File: src/rtl/fpga_link_pkg.sv
// Shared definitions for the FPGA-to-FPGA serial link receiver: FSM encoding and error codes.
package fpga_link_pkg;

  typedef enum logic [8:0] {
    ST_IDLE  = 9'h001,
    ST_START = 9'h002,
    ST_WAIT  = 9'h004,
    ST_SHIFT = 9'h008,
    ST_CHECK = 9'h010,
    ST_PUSH  = 9'h020,
    ST_ACK   = 9'h040,
    ST_END   = 9'h080,
    ST_ABORT = 9'h100
  } state_t;

  localparam logic [1:0] ERR_NONE    = 2'd0;
  localparam logic [1:0] ERR_PARITY  = 2'd1;
  localparam logic [1:0] ERR_FRAMING = 2'd2;
  localparam logic [1:0] ERR_TIMEOUT = 2'd3;

  // Any state register value that is not one-hot must be steered back to IDLE.
  function automatic logic is_onehot(input logic [8:0] v);
    return (v != 9'd0) && ((v & (v - 9'd1)) == 9'd0);
  endfunction

endpackage

File: src/rtl/fpga_receiver_fifo.sv
// First-word-fall-through word FIFO with wrap-bit pointers; head reads as zero while empty.
module fpga_receiver_fifo #(
  parameter int DATA_WIDTH = 8,
  parameter int FIFO_DEPTH = 4
) (
  input  logic                  clock,
  input  logic                  reset,
  input  logic                  push,
  input  logic                  pop,
  input  logic [DATA_WIDTH-1:0] wdata,
  output logic [DATA_WIDTH-1:0] rdata,
  output logic                  full,
  output logic                  empty
);

  localparam int AW = $clog2(FIFO_DEPTH);

  logic [AW:0]           wr_ptr_reg;
  logic [AW:0]           rd_ptr_reg;
  logic [DATA_WIDTH-1:0] mem [FIFO_DEPTH];
  logic                  push_take;
  logic                  pop_take;

  assign empty     = (wr_ptr_reg == rd_ptr_reg);
  assign full      = (wr_ptr_reg[AW] != rd_ptr_reg[AW]) &&
                     (wr_ptr_reg[AW-1:0] == rd_ptr_reg[AW-1:0]);
  // A push against a full FIFO is refused even if a pop frees a slot this cycle.
  assign push_take = push && !full;
  assign pop_take  = pop && !empty;
  assign rdata     = empty ? '0 : mem[rd_ptr_reg[AW-1:0]];

  always_ff @(posedge clock or negedge reset) begin
    if (!reset) begin
      wr_ptr_reg <= '0;
      rd_ptr_reg <= '0;
    end else begin
      if (push_take) wr_ptr_reg <= wr_ptr_reg + 1'b1;
      if (pop_take)  rd_ptr_reg <= rd_ptr_reg + 1'b1;
    end
  end

  always_ff @(posedge clock) begin
    if (push_take) mem[wr_ptr_reg[AW-1:0]] <= wdata;
  end

endmodule

File: src/rtl/fpga_receiver_frame.sv
// Receive endpoint of the serial link: synchronises the link, runs the four-phase handshake,
// assembles and parity-checks words and queues them for the local consumer.
module fpga_receiver_frame
  import fpga_link_pkg::*;
#(
  parameter int DATA_WIDTH     = 8,
  parameter int FIFO_DEPTH     = 4,
  parameter int PARITY_EN      = 1,
  parameter int TIMEOUT_CYCLES = 1024
) (
  input  logic                  clock,
  input  logic                  reset,
  input  logic                  send,
  input  logic                  finish,
  input  logic                  serial_in,
  output logic                  acknowledge,
  output logic [DATA_WIDTH-1:0] data_out,
  output logic                  data_valid,
  input  logic                  data_ready,
  output logic                  frame_done,
  output logic [7:0]            word_count,
  output logic                  error,
  output logic [1:0]            error_code
);

  localparam int NB = DATA_WIDTH + PARITY_EN;
  localparam int BW = $clog2(NB + 1);
  localparam int TW = (TIMEOUT_CYCLES < 2) ? 1 : $clog2(TIMEOUT_CYCLES + 1);

  logic [2:0]    sync1_reg;
  logic [2:0]    sync2_reg;
  logic          s_send;
  logic          s_fin;
  logic          s_bit;
  state_t        state_reg;
  state_t        state_prev_reg;
  logic [BW-1:0] bit_cnt_reg;
  logic [NB-1:0] shift_reg;
  logic [TW-1:0] tmo_cnt_reg;
  logic          ack_fin_reg;
  logic          tmo_hit;
  logic          tmo_allowed;
  logic          parity_ok;
  logic          req_low;
  logic          fifo_full;
  logic          fifo_empty;
  logic          fifo_push;

  always_ff @(posedge clock or negedge reset) begin
    if (!reset) begin
      sync1_reg <= '0;
      sync2_reg <= '0;
    end else begin
      sync1_reg <= {send, finish, serial_in};
      sync2_reg <= sync1_reg;
    end
  end

  assign s_send = sync2_reg[2];
  assign s_fin  = sync2_reg[1];
  assign s_bit  = sync2_reg[0];

  // Dwell counter: equals the number of cycles already spent in the current state (from the 2nd cycle on).
  always_ff @(posedge clock or negedge reset) begin
    if (!reset) begin
      state_prev_reg <= ST_IDLE;
      tmo_cnt_reg    <= '0;
    end else begin
      state_prev_reg <= state_reg;
      if (state_reg != state_prev_reg) tmo_cnt_reg <= TW'(1);
      else if (tmo_cnt_reg != '1)      tmo_cnt_reg <= tmo_cnt_reg + 1'b1;
    end
  end

  generate
    if (TIMEOUT_CYCLES == 0) begin : g_no_tmo
      assign tmo_hit = 1'b0;
    end else if (TIMEOUT_CYCLES == 1) begin : g_tmo_one
      assign tmo_hit = 1'b1;
    end else begin : g_tmo
      assign tmo_hit = (state_reg == state_prev_reg) &&
                       (tmo_cnt_reg == TW'(TIMEOUT_CYCLES - 1));
    end
  endgenerate

  assign tmo_allowed = (state_reg != ST_IDLE) && (state_reg != ST_PUSH) && (state_reg != ST_ABORT);
  assign parity_ok   = (PARITY_EN == 0) || !(^shift_reg);
  assign req_low     = ack_fin_reg ? !s_fin : !s_send;
  assign fifo_push   = (state_reg == ST_PUSH);

  always_ff @(posedge clock or negedge reset) begin
    if (!reset) begin
      state_reg   <= ST_IDLE;
      bit_cnt_reg <= '0;
      shift_reg   <= '0;
      ack_fin_reg <= 1'b0;
      acknowledge <= 1'b0;
      frame_done  <= 1'b0;
      word_count  <= '0;
      error       <= 1'b0;
      error_code  <= ERR_NONE;
    end else begin
      acknowledge <= 1'b0;
      frame_done  <= 1'b0;
      if (tmo_allowed && tmo_hit) begin
        state_reg   <= ST_ABORT;
        bit_cnt_reg <= '0;
        if (!error) begin
          error      <= 1'b1;
          error_code <= ERR_TIMEOUT;
        end
      end else if (!is_onehot(state_reg)) begin
        state_reg <= ST_IDLE;
      end else begin
        case (state_reg)
          ST_IDLE: begin
            if (s_send) state_reg <= ST_START;
          end
          ST_START: begin
            error       <= 1'b0;
            error_code  <= ERR_NONE;
            word_count  <= '0;
            bit_cnt_reg <= '0;
            ack_fin_reg <= 1'b0;
            acknowledge <= 1'b1;
            state_reg   <= ST_ACK;
          end
          ST_WAIT: begin
            if (s_send) begin
              state_reg <= ST_SHIFT;
            end else if (s_fin) begin
              // frame_done is raised on entry so that it is high during the END cycle itself.
              ack_fin_reg <= 1'b1;
              frame_done  <= (bit_cnt_reg == '0);
              state_reg   <= ST_END;
            end
          end
          ST_SHIFT: begin
            shift_reg   <= {shift_reg[NB-2:0], s_bit};
            bit_cnt_reg <= bit_cnt_reg + 1'b1;
            if (bit_cnt_reg == BW'(NB - 1)) begin
              state_reg <= ST_CHECK;
            end else begin
              acknowledge <= 1'b1;
              state_reg   <= ST_ACK;
            end
          end
          ST_CHECK: begin
            bit_cnt_reg <= '0;
            if (parity_ok) begin
              state_reg <= ST_PUSH;
            end else begin
              if (!error) begin
                error      <= 1'b1;
                error_code <= ERR_PARITY;
              end
              acknowledge <= 1'b1;
              state_reg   <= ST_ACK;
            end
          end
          ST_PUSH: begin
            if (!fifo_full) begin
              if (word_count != 8'hFF) word_count <= word_count + 8'd1;
              acknowledge <= 1'b1;
              state_reg   <= ST_ACK;
            end
          end
          ST_ACK: begin
            if (req_low) state_reg <= ack_fin_reg ? ST_IDLE : ST_WAIT;
            else         acknowledge <= 1'b1;
          end
          ST_END: begin
            if (bit_cnt_reg != '0 && !error) begin
              error      <= 1'b1;
              error_code <= ERR_FRAMING;
            end
            bit_cnt_reg <= '0;
            acknowledge <= 1'b1;
            state_reg   <= ST_ACK;
          end
          ST_ABORT: begin
            if (!s_send && !s_fin) state_reg <= ST_IDLE;
          end
          default: state_reg <= ST_IDLE;
        endcase
      end
    end
  end

  fpga_receiver_fifo #(
    .DATA_WIDTH(DATA_WIDTH),
    .FIFO_DEPTH(FIFO_DEPTH)
  ) u_fifo (
    .clock (clock),
    .reset (reset),
    .push  (fifo_push),
    .pop   (data_ready),
    .wdata (shift_reg[NB-1 -: DATA_WIDTH]),
    .rdata (data_out),
    .full  (fifo_full),
    .empty (fifo_empty)
  );

  assign data_valid = !fifo_empty;

endmodule

File: config.mk
export PLATFORM = sky130hd
export DESIGN_NAME = fpga_receiver_frame
export DESIGN_NICKNAME = d
export VERILOG_FILES = /design/src/rtl/fpga_link_pkg.sv /design/src/rtl/fpga_receiver_fifo.sv /design/src/rtl/fpga_receiver_frame.sv
export SDC_FILE = /design/constraint.sdc
export NUM_CORES = 1
export LEC_CHECK = 0
export CAP_MARGIN = 5
export CELL_PAD_IN_SITES_DETAIL_PLACEMENT = 0
export CELL_PAD_IN_SITES_GLOBAL_PLACEMENT = 1
export CORE_ASPECT_RATIO = 0.9
export CORE_UTILIZATION = 54
export CTS_BUF_LIST = sky130_fd_sc_hd__clkbuf_2
export CTS_CLUSTER_SIZE = 10
export DETAILED_ROUTE_END_ITERATION = 6
export DONT_BUFFER_PORTS = 1
export PLACE_DENSITY = 0.78
export SYNTH_ARGS = -nofsm -noshare
export SYNTH_HDL_FRONTEND = slang
export SYNTH_SLANG_ARGS = --single-unit
File: constraint.sdc
create_clock -name clock -period 2.5 [get_ports clock]
set_input_delay 0.25 -clock clock [delete_from_list [all_inputs] [get_ports clock]]
set_output_delay 0.25 -clock clock [all_outputs]
set_load 0.05 [all_outputs]
# Word level (Yosys, flattened, before mapping)
# Memories as Yosys holds them, arrays and structs flattened.
# Index checks and enable logic that the tools add are counted.
# Widths: inputs -> output; s select.
[word_totals]
reg_bits = 68
latch_bits = 0
ram_bits = 32
mem_bits_ro = 0
wordCells = 144
memories = 1
[memory_table]
columns = ["name", "depth", "width", "rd", "rd_clocked_by_memory_dff", "wr", "line_no", "rtl"]
rows = [
  ["u_fifo.mem", 4, 8, 1, 0, 1, "fpga_receiver_fifo.sv:20", "logic [DATA_WIDTH-1:0] mem [FIFO_DEPTH];"],
]
[classes]
n_addsub = 6
multipliers = 0
div_mod_pow = 0
order_cmp = 0
eq_ne = 34
shift = 0
muxes = 51
n_bitwise = 2
reduce_logical = 35
[ops]
columns = ["cell", "count"]
rows = [
  ["$mux 9", 8],
  ["$pmux 9 s8", 1],
  ["$mux 8", 3],
  ["$mux 11", 2],
  ["$mux 1", 20],
  ["$ne 4x4->1 const B", 5],
  ["$pmux 8 s2", 1],
  ["$reduce_and 5->1", 3],
  ["$mux 7", 2],
  ["$mux 2", 6],
  ["$add 11x1->11 const B", 1],
  ["$eq 11x10->1 const B", 1],
  ["$ne 11x11->1 const B", 1],
  ["$logic_and 1x1->1", 10],
  ["$ne 2x2->1 const B", 5],
  ["$and 9x9->9", 1],
  ["$eq 9x1->1 const B", 1],
  ["$eq 9x2->1 const B", 1],
  ["$eq 9x3->1 const B", 1],
  ["$eq 9x4->1 const B", 1],
  ["$eq 9x5->1 const B", 1],
  ["$eq 9x6->1 const B", 1],
  ["$eq 9x7->1 const B", 1],
  ["$eq 9x8->1 const B", 1],
  ["other kinds (39)", 50],
]

# Longest topological paths before layout
# Gate-level depths: netlist of the first run.
[logic_depth]
depth_word = 6
mapped_depth = 9

# Cells and area by module
# A second synthesis of the first run with hierarchy kept.
[unflattened]
cells_unflattened = 400
hier_area_um2 = 4977.3
[modules_own_cells]
columns = ["mod", "n_inst", "cells_per_inst", "area_per_inst_um2"]
rows = [
  ["fpga_receiver_frame", 1, 305, 3256.9],
  ["fpga_receiver_fifo", 1, 95, 1720.4],
]

# Worst setup path before layout of the first run
# Ideal clock, no wire load.
[synth_path]
path_kind = "reg2reg"
startpoint = "register u_fifo.rd_ptr_reg[1]"
endpoint = "register u_fifo.rd_ptr_reg[1]"
setup_time_ps = 125
arrival_time_ps = 2268
required_ps = 2375
setup_slack_ps = 108
path_stages_with_launch = 7
path_buffers = 1
synth_period_minus_slack_ps = 2392
cell_sequence = "dfrtp_1 buf_2 xor2_1 nor3b_1 inv_1 nand2_1 mux2_2"
[synth_between]
elab_chain_len = 3
[synth_rtl]
columns = ["element", "line_no", "rtl"]
rows = [
  ["from (decl)", "fpga_receiver_fifo.sv:19", "logic [AW:0] rd_ptr_reg;"],
  ["from (signal assigned)", "fpga_receiver_fifo.sv:38", "if (pop_take) rd_ptr_reg <= rd_ptr_reg + 1'b1;"],
  ["$eq 3x3->1", "fpga_receiver_fifo.sv:24", "assign empty = (wr_ptr_reg == rd_ptr_reg);"],
  ["$logic_not 1->1", "--", ""],
  ["net data_valid", "fpga_receiver_frame.sv:18", "output logic data_valid,"],
  ["$logic_and 1x1->1", "fpga_receiver_fifo.sv:29", "assign pop_take = pop && !empty;"],
]
# The timed path passes the listed nets, and every way through them passes these cells.
# A chain may end at the register's enable or synchronous reset.

# Final worst setup path of the first run
[layout_path]
startpoint = "register state_reg[6]"
endpoint = "register shift_reg[8]"
[layout_between]
elab_chain_len = 6
[layout_rtl]
columns = ["element", "line_no", "rtl"]
rows = [
  ["from (decl)", "fpga_receiver_frame.sv:35", "state_t state_reg;"],
  ["from (signal assigned)", "fpga_receiver_frame.sv:169", "if (req_low) state_reg <= ack_fin_reg ? ST_IDLE : ST_WAIT;"],
  ["branches (longest 5 deep; another with $sub 9x1->9)", "--", ""],
  ["$reduce_and 3->1 (no source line) *", "--", ""],
  ["to (signal assigned)", "fpga_receiver_frame.sv:139", "shift_reg <= {shift_reg[NB-2:0], s_bit};"],
  ["to (decl)", "fpga_receiver_frame.sv:38", "logic [NB-1:0] shift_reg;"],
]
# Mark *: on every way between the ends.

==> results of run 1 <==
cell usage after synthesis, types with 7 or more instances:
cell type | count | area [um^2]
inv_1 | 19 | 71.32
dfrtp_1 | 66 | 1652
nor3_1 | 18 | 90.09
nor2_1 | 25 | 93.84
nor2b_1 | 10 | 62.56
edfxtp_1 | 32 | 960.9
nand3_1 | 12 | 60.06
xnor2_1 | 12 | 105.1
a21oi_1 | 12 | 60.06
and3_1 | 7 | 43.79
mux4_2 | 8 | 180.2
nand2_1 | 26 | 97.59
mux2_4 | 8 | 120.1
nand4_1 | 11 | 68.82
ha_1 | 9 | 112.6
xor2_1 | 19 | 166.4
buf_2 | 7 | 35.03
o21ai_0 | 10 | 50.05
layout make-up:
| type | count | share of cell area [%] |
|---|---|---|
| flip-flops and latches | 100 | 47.84 |
| multi-input cells | 258 | 35.65 |
| repair buffers | 63 | 10.49 |
| well taps | 119 | 2.673 |
| inverters | 19 | 1.280 |
| clock inverters | 7 | 1.258 |
| clock buffers | 9 | 0.8086 |
critical path: cells and delay by family (launching register included):
kind                   cells  cell delay (ns)
and+or+nand+nor            4             1.24
buffers and inverters      1             0.17
muxes                      1             0.31
DFF                        1             0.54
power by group:
part / switching [mW] / internal [mW] / total, mW
Clock: 0.587 / 0.162 / 0.750
Combinational: 0.610 / 0.477 / 1.09
Sequential: 0.239 / 1.80 / 2.04
Total: 1.44 / 2.44 / 3.88
worst paths after layout:
path | end | start | cells after the start | slack, ns
setup reg to reg | shift_reg[8]$_DFFE_PN0P_ | state_reg[6]$_DFFE_PN0P_ | 6 | 0.17
hold reg to reg | sync2_reg[1]$_DFF_PN0_ | sync1_reg[1]$_DFF_PN0_ | 0 | 0.40
min in group clock | sync1_reg[0]$_DFF_PN0_ | serial_in | 1 | 0.22
max in group asynchronous | state_reg[0]$_DFFE_PN1P_ | reset | 2 | 1.98
hold / removal | u_fifo.rd_ptr_reg[0]$_DFFE_PN0P_ | reset | 2 | 0.14
setup / recovery | shift_reg[8]$_DFFE_PN0P_ | state_reg[6]$_DFFE_PN0P_ | 6 | 0.17
per-stage QoR:
stage               power, mW  area (um^2)  cells  worst slack [ns]  hold slack (ns)
global route            4.103         5570    575           0.02491          0.09685
detailed placement      3.106         5336    550          0.002677         -0.04429
CTS                     3.900         5557    574           0.01083           0.1052
floorplan               2.778         4815    392            0.1075         -0.04559
global placement        3.104         5336    550           0.03620         -0.04416
finish                  3.880         5570    575            0.1683           0.1425
per-layer routing:
layer  GRT usage (%)  vias up
li1                -     1544
met1           31.31     1600
met2           36.37       69
met3           5.466        7
met4           5.435        0
met5               0        -
kinds of logic (layout without fill, tap and decap cells):
kind of cell / after synthesis / in the layout / synth area share [%]
adder cells (fa/ha/maj): 9 / 9 / 2.339
AND/OR/NAND/NOR: 144 / 144 / 17.83
AO/OA/AOI/OAI: 50 / 50 / 7.147
flip-flops: 100 / 100 / 55.35
multiplexers: 23 / 23 / 7.770
buffers and inverters: 34 / 98 / 3.456
XOR/XNOR: 32 / 32 / 6.107
timing repair:
action | 4_1_cts | 5_1_grt
gates resized for setup | 0 | 2
endpoints found under the hold margin | 74 | 0
buffers inserted | 2 | 1
pin swaps | 1 | 0
endpoints found under the setup margin | 6 | 15
hold buffers | 6 | 0
==> flow_metrics.tcl, run 1 <==
set metrics [dict create \
    io-pin-count 28 \
    seq_area_um2 2665 \
    placementRows 32 \
    outcome "finished clean" \
    timing.critical_path.from_type "flop" \
    grt_setup_unrepaired "false" \
    die_height_um 91.58 \
    worst_ep_required_time_ns 2.98 \
    wl_met1_mm 4.409 \
    synth-async-reset-ratio_pct 68.00 \
    initialDrtViolationCount 135 \
    initial_utilization_pct 55.93 \
    grt_antenna_before_repair 0 \
    max_slew_margin_pct 61.22 \
    ys_warn_count 0 \
    met2_wl_mm 4.536 \
    ys_seq_area_share_pct 55.35 \
    clkLatencyLatePin_ns 0.58 \
    peakVddDrop_mv 0.7307 \
    report.final.slew_viol_count 0 \
    layout.cells.most_common "dfrtp_1" \
    synth_edf_count 32 \
    floorplan.die_area_um2 9298 \
    port_buffer_count 0 \
    max-clock-path-buffers 2 \
    synth_ff_type "dfrtp_1" \
    static-leakage-power_nw 2.380 \
    fmaxAchievable_mhz 428.9 \
    placeableCoreArea_um2 8608 \
    vias 3220 \
    count_of_tritonroute_iterations_in_the_first_routing_pass 4 \
    place.gp.congestion 0.9411 \
    layout.cells.most_common_list "dfrtp_1 (66), buf_4 (50), edfxtp_1 (32)" \
    vias_per_cell 5.600 \
    routed_wirelength_mm 9.405 \
    skew_ns 0.02842 \
    critical_path_arrival_ns 2.81 \
    timing.setup.critical_path_class "reg2reg" \
    totalNegativeSetupSlack_ns 0 \
    postLayoutCoreUtil_pct 64.71 \
    synth_area_per_cell_um2 12.28 \
    clkSinkCount 100 \
    via_count_of_the_first_global_routing_pass 3207 \
    worst_setup_path_end_kind "flop" \
    postRouteAntennaNets 0 \
    finalNetCount 466 \
    cts_inserted_buffers 9 \
    met3WireLength_um 358 \
    finalSetupViolCount 0 \
    multi_input_comb_area_um2 1986 \
    ys_seq_elements 100 \
    dr.max_layer_used "met4" \
    worstPathMaxFanout 9 \
    num-fill-cells 668 \
    fin_crit_ns 2.332 \
    global_route_wire_length_before_repair_mm 15.94 \
    slowest_delay_ns 0.54 \
    antenna_cells_inserted 0 \
    synth_area_um2 4815 \
    post-route-drc-count 0 \
    timing.critical_path.slowest_stage_cell "dfrtp_1" \
    hpwl_mm 6.723 \
    timing_hold_violations_final 0 \
    syn_to_final_growth_pct 15.70 \
    cts_tree "built" \
    cp_cell_sequence "nor4_4 > nand2_2 > or4b_4 > nor3_4 > buf_12 > mux2_1" \
    cts.htree.levels 3 \
    power_per_cell_area_nw_per_um2 696.6 \
    track_usage_pct 22.76 \
    synth_fp_nets 407 \
    maxCapViolations 0 \
    clkTransAtPathRegs_ns 0.30 \
    timing.final.crit_share_pct 93.27 \
    hold_path.class "in2async" \
    cts.root.buffer_cell "clkbuf_2" \
    largest_register_ff_count 32 \
    synth_cells 392 \
    globalRoute.totalOverflow 0 \
    die_w_um 101.5 \
    grt_max_degree 69 \
    timing_worst_slew_pin_value_ns 0.5817 \
    post_route_cells_drive_above_1_share_pct 23.68 \
    routed_wire_length_per_instance_um 16.36 \
    ys_types 61 \
]
Power figures use the tool's default switching activity.
==> inputs of run 2 (changes only) <==
--- a/config.mk
+++ b/config.mk
@@ -14,7 +14,8 @@
 export CTS_CLUSTER_SIZE = 10
 export DETAILED_ROUTE_END_ITERATION = 6
 export DONT_BUFFER_PORTS = 1
-export PLACE_DENSITY = 0.78
+export PLACE_DENSITY_LB_ADDON = 0.08
+export RECOVER_POWER = 25
 export SYNTH_ARGS = -nofsm -noshare
 export SYNTH_HDL_FRONTEND = slang
 export SYNTH_SLANG_ARGS = --single-unit
==> flow_metrics.tcl, run 2 (same netlist as run 1, synthesis figures left out) <==
set metrics [dict create \
    port_buffer_count 0 \
    timing.setup.critical_path_class "reg2reg" \
    timing_worst_slew_pin_value_ns 1.706 \
    static-leakage-power_nw 2.319 \
    fmaxAchievable_mhz 422.2 \
    layout.cells.most_common_list "dfrtp_1 (66), buf_4 (44), edfxtp_1 (32)" \
    finalNetCount 457 \
    track_usage_pct 22.42 \
    hpwl_mm 6.649 \
    syn_to_final_growth_pct 13.12 \
    fin_crit_ns 2.369 \
    vias 3139 \
    totalNegativeSetupSlack_ns 0 \
    power_frac_comb_pct 25.4 \
    initialDrtViolationCount 85 \
    via_count_of_the_first_global_routing_pass 2985 \
    slowest_delay_ns 0.55 \
    place.gp.congestion 0.8580 \
    max_slew_margin_pct -13.74 \
    floorplan.die_area_um2 9298 \
    post_route_cells_drive_above_1_share_pct 21.92 \
    finalSetupViolCount 0 \
    cts_inserted_buffers 9 \
    violations_in_the_final_reports "capacitance limit, slew limit" \
    grt_setup_unrepaired "false" \
    netSwitchingFraction_pct 37.54 \
    cp_cell_sequence "nor4_4 > nand2_2 > or4b_4 > nor3_4 > buf_12 > mux2_1" \
    worstPathMaxFanout 11 \
    die_height_um 91.58 \
    post-route-drc-count 0 \
    largest_register_ff_count 32 \
    cellInternalPower_mw 2.373 \
    timing.final.crit_share_pct 94.75 \
    power_per_cell_area_nw_per_um2 697.4 \
    clkSinkCount 100 \
    power.net_switching_mw 1.426 \
    cts.root.buffer_cell "clkbuf_2" \
    seqPwrFrac_pct 54.2 \
    outcome "finished with violations" \
    timing.critical_path.from_type "flop" \
    report.final.slew_viol_count 69 \
    grt_antenna_before_repair 0 \
    clkLatencyLatePin_ns 0.60 \
    dpl-instance-area_um2 5259 \
    peakVddDrop_mv 0.4299 \
    initial_utilization_pct 55.93 \
    seq_area_um2 2665 \
    vias_per_cell 5.546 \
    io-pin-count 28 \
    antenna_cells_inserted 0 \
    timing.critical_path.slowest_stage_cell "dfrtp_1" \
    routed_wire_length_per_instance_um 16.60 \
    count_of_tritonroute_iterations_in_the_first_routing_pass 4 \
    grt_max_degree 69 \
    die_w_um 101.5 \
    cts_tree "built" \
    postRouteAntennaNets 0 \
    maxCapViolations 1 \
    pwr-share-clk_pct 20.4 \
    placeableCoreArea_um2 8608 \
    globalRoute.totalOverflow 0 \
    post-route-cell-area_um2 5446 \
    worst_setup_path_end_kind "flop" \
    layout.cells.most_common "dfrtp_1" \
    placementRows 32 \
    max-clock-path-buffers 2 \
    global_route_wire_length_before_repair_mm 15.64 \
    num-fill-cells 700 \
    clkTransAtPathRegs_ns 0.30 \
    timing_hold_violations_final 0 \
    routed_wirelength_mm 9.397 \
    critical_path_arrival_ns 2.85 \
    multi_input_comb_area_um2 1983 \
    cts.htree.levels 3 \
    hold_path.class "in2reg" \
    skew_ns 0.05140 \
    worst_ep_required_time_ns 2.98 \
]
-- run 2: final cells by class --
cell class                 count  share of cell area [%]
clock buffer                   9                  0.8270
clock inverter                 7                   1.401
inverter                      19                   1.309
multi-input combinational    258                   36.41
sequential                   100                   48.93
tap                          119                   2.734
timing repair buffer          54                   8.385
-- run 2: path summary, 6_finish.rpt --
| kind | start | endpoint | slack (ns) | cells after the start |
|---|---|---|---|---|
| worst max-delay path | state_reg[6]$_DFFE_PN0P_ | shift_reg[8]$_DFFE_PN0P_ | 0.13 | 6 |
| worst min-delay path | send | sync1_reg[2]$_DFF_PN0_ | 0.18 | 1 |
| worst max register to register | state_reg[6]$_DFFE_PN0P_ | shift_reg[8]$_DFFE_PN0P_ | 0.13 | 6 |
| worst min register to register | sync1_reg[2]$_DFF_PN0_ | sync2_reg[2]$_DFF_PN0_ | 0.40 | 0 |
| max in group asynchronous | reset | error_code[1]$_DFFE_PN0P_ | 0.84 | 2 |
| min in group asynchronous | reset | shift_reg[2]$_DFFE_PN0P_ | 0.64 | 2 |
-- run 2: power groups by stage --
stage          logic, mW  clock network, mW  registers [mW]
2_1_floorplan      0.762                  0            2.02
3_3_place_gp       0.929                  0            2.09
3_5_place_dp       0.933                  0            2.09
4_1_cts            0.973              0.800            2.06
5_1_grt             1.08              0.857            2.08
6_report           0.965              0.775            2.06
-- run 2: critical path, delay by kind of cell, from the launching register on --
family | cells | cell delay [ns]
simple gates | 4 | 1.21
mux | 1 | 0.32
buf+inv | 1 | 0.17
flops | 1 | 0.55
-- run 2: what timing repair did --
| item | in CTS | in global routing |
|---|---|---|
| hold endpoints to repair | 74 | 0 |
| setup endpoints to repair | 0 | 8 |
| buffers inserted | 0 | 1 |
| hold buffers | 6 | 0 |
| gates resized for setup | 0 | 1 |
-- run 2: stage by stage --
step           hold WS (ns)  util, %  std cells  worst slack, ns  total power [mW]
4_1_cts              0.1308    63.40        565          0.01617             3.834
3_5_place_dp       -0.04375    61.09        543           0.1824             3.025
2_1_floorplan      -0.04559        -        392           0.1075             2.778
5_1_grt              0.1229    63.27        566         0.007689             4.015
3_3_place_gp       -0.04380    61.09        543           0.2189             3.020
6_report             0.1802    63.27        566           0.1312             3.798
-- run 2: metal layers --
metal / global-route usage, % / up-vias / part of all wire, %
li1: - / 1531 / -
met1: 32.17 / 1528 / 48
met2: 33.78 / 68 / 46
met3: 5.235 / 12 / 4.0
met4: 6.884 / 0 / 1.7
met5: 0 / - / 0
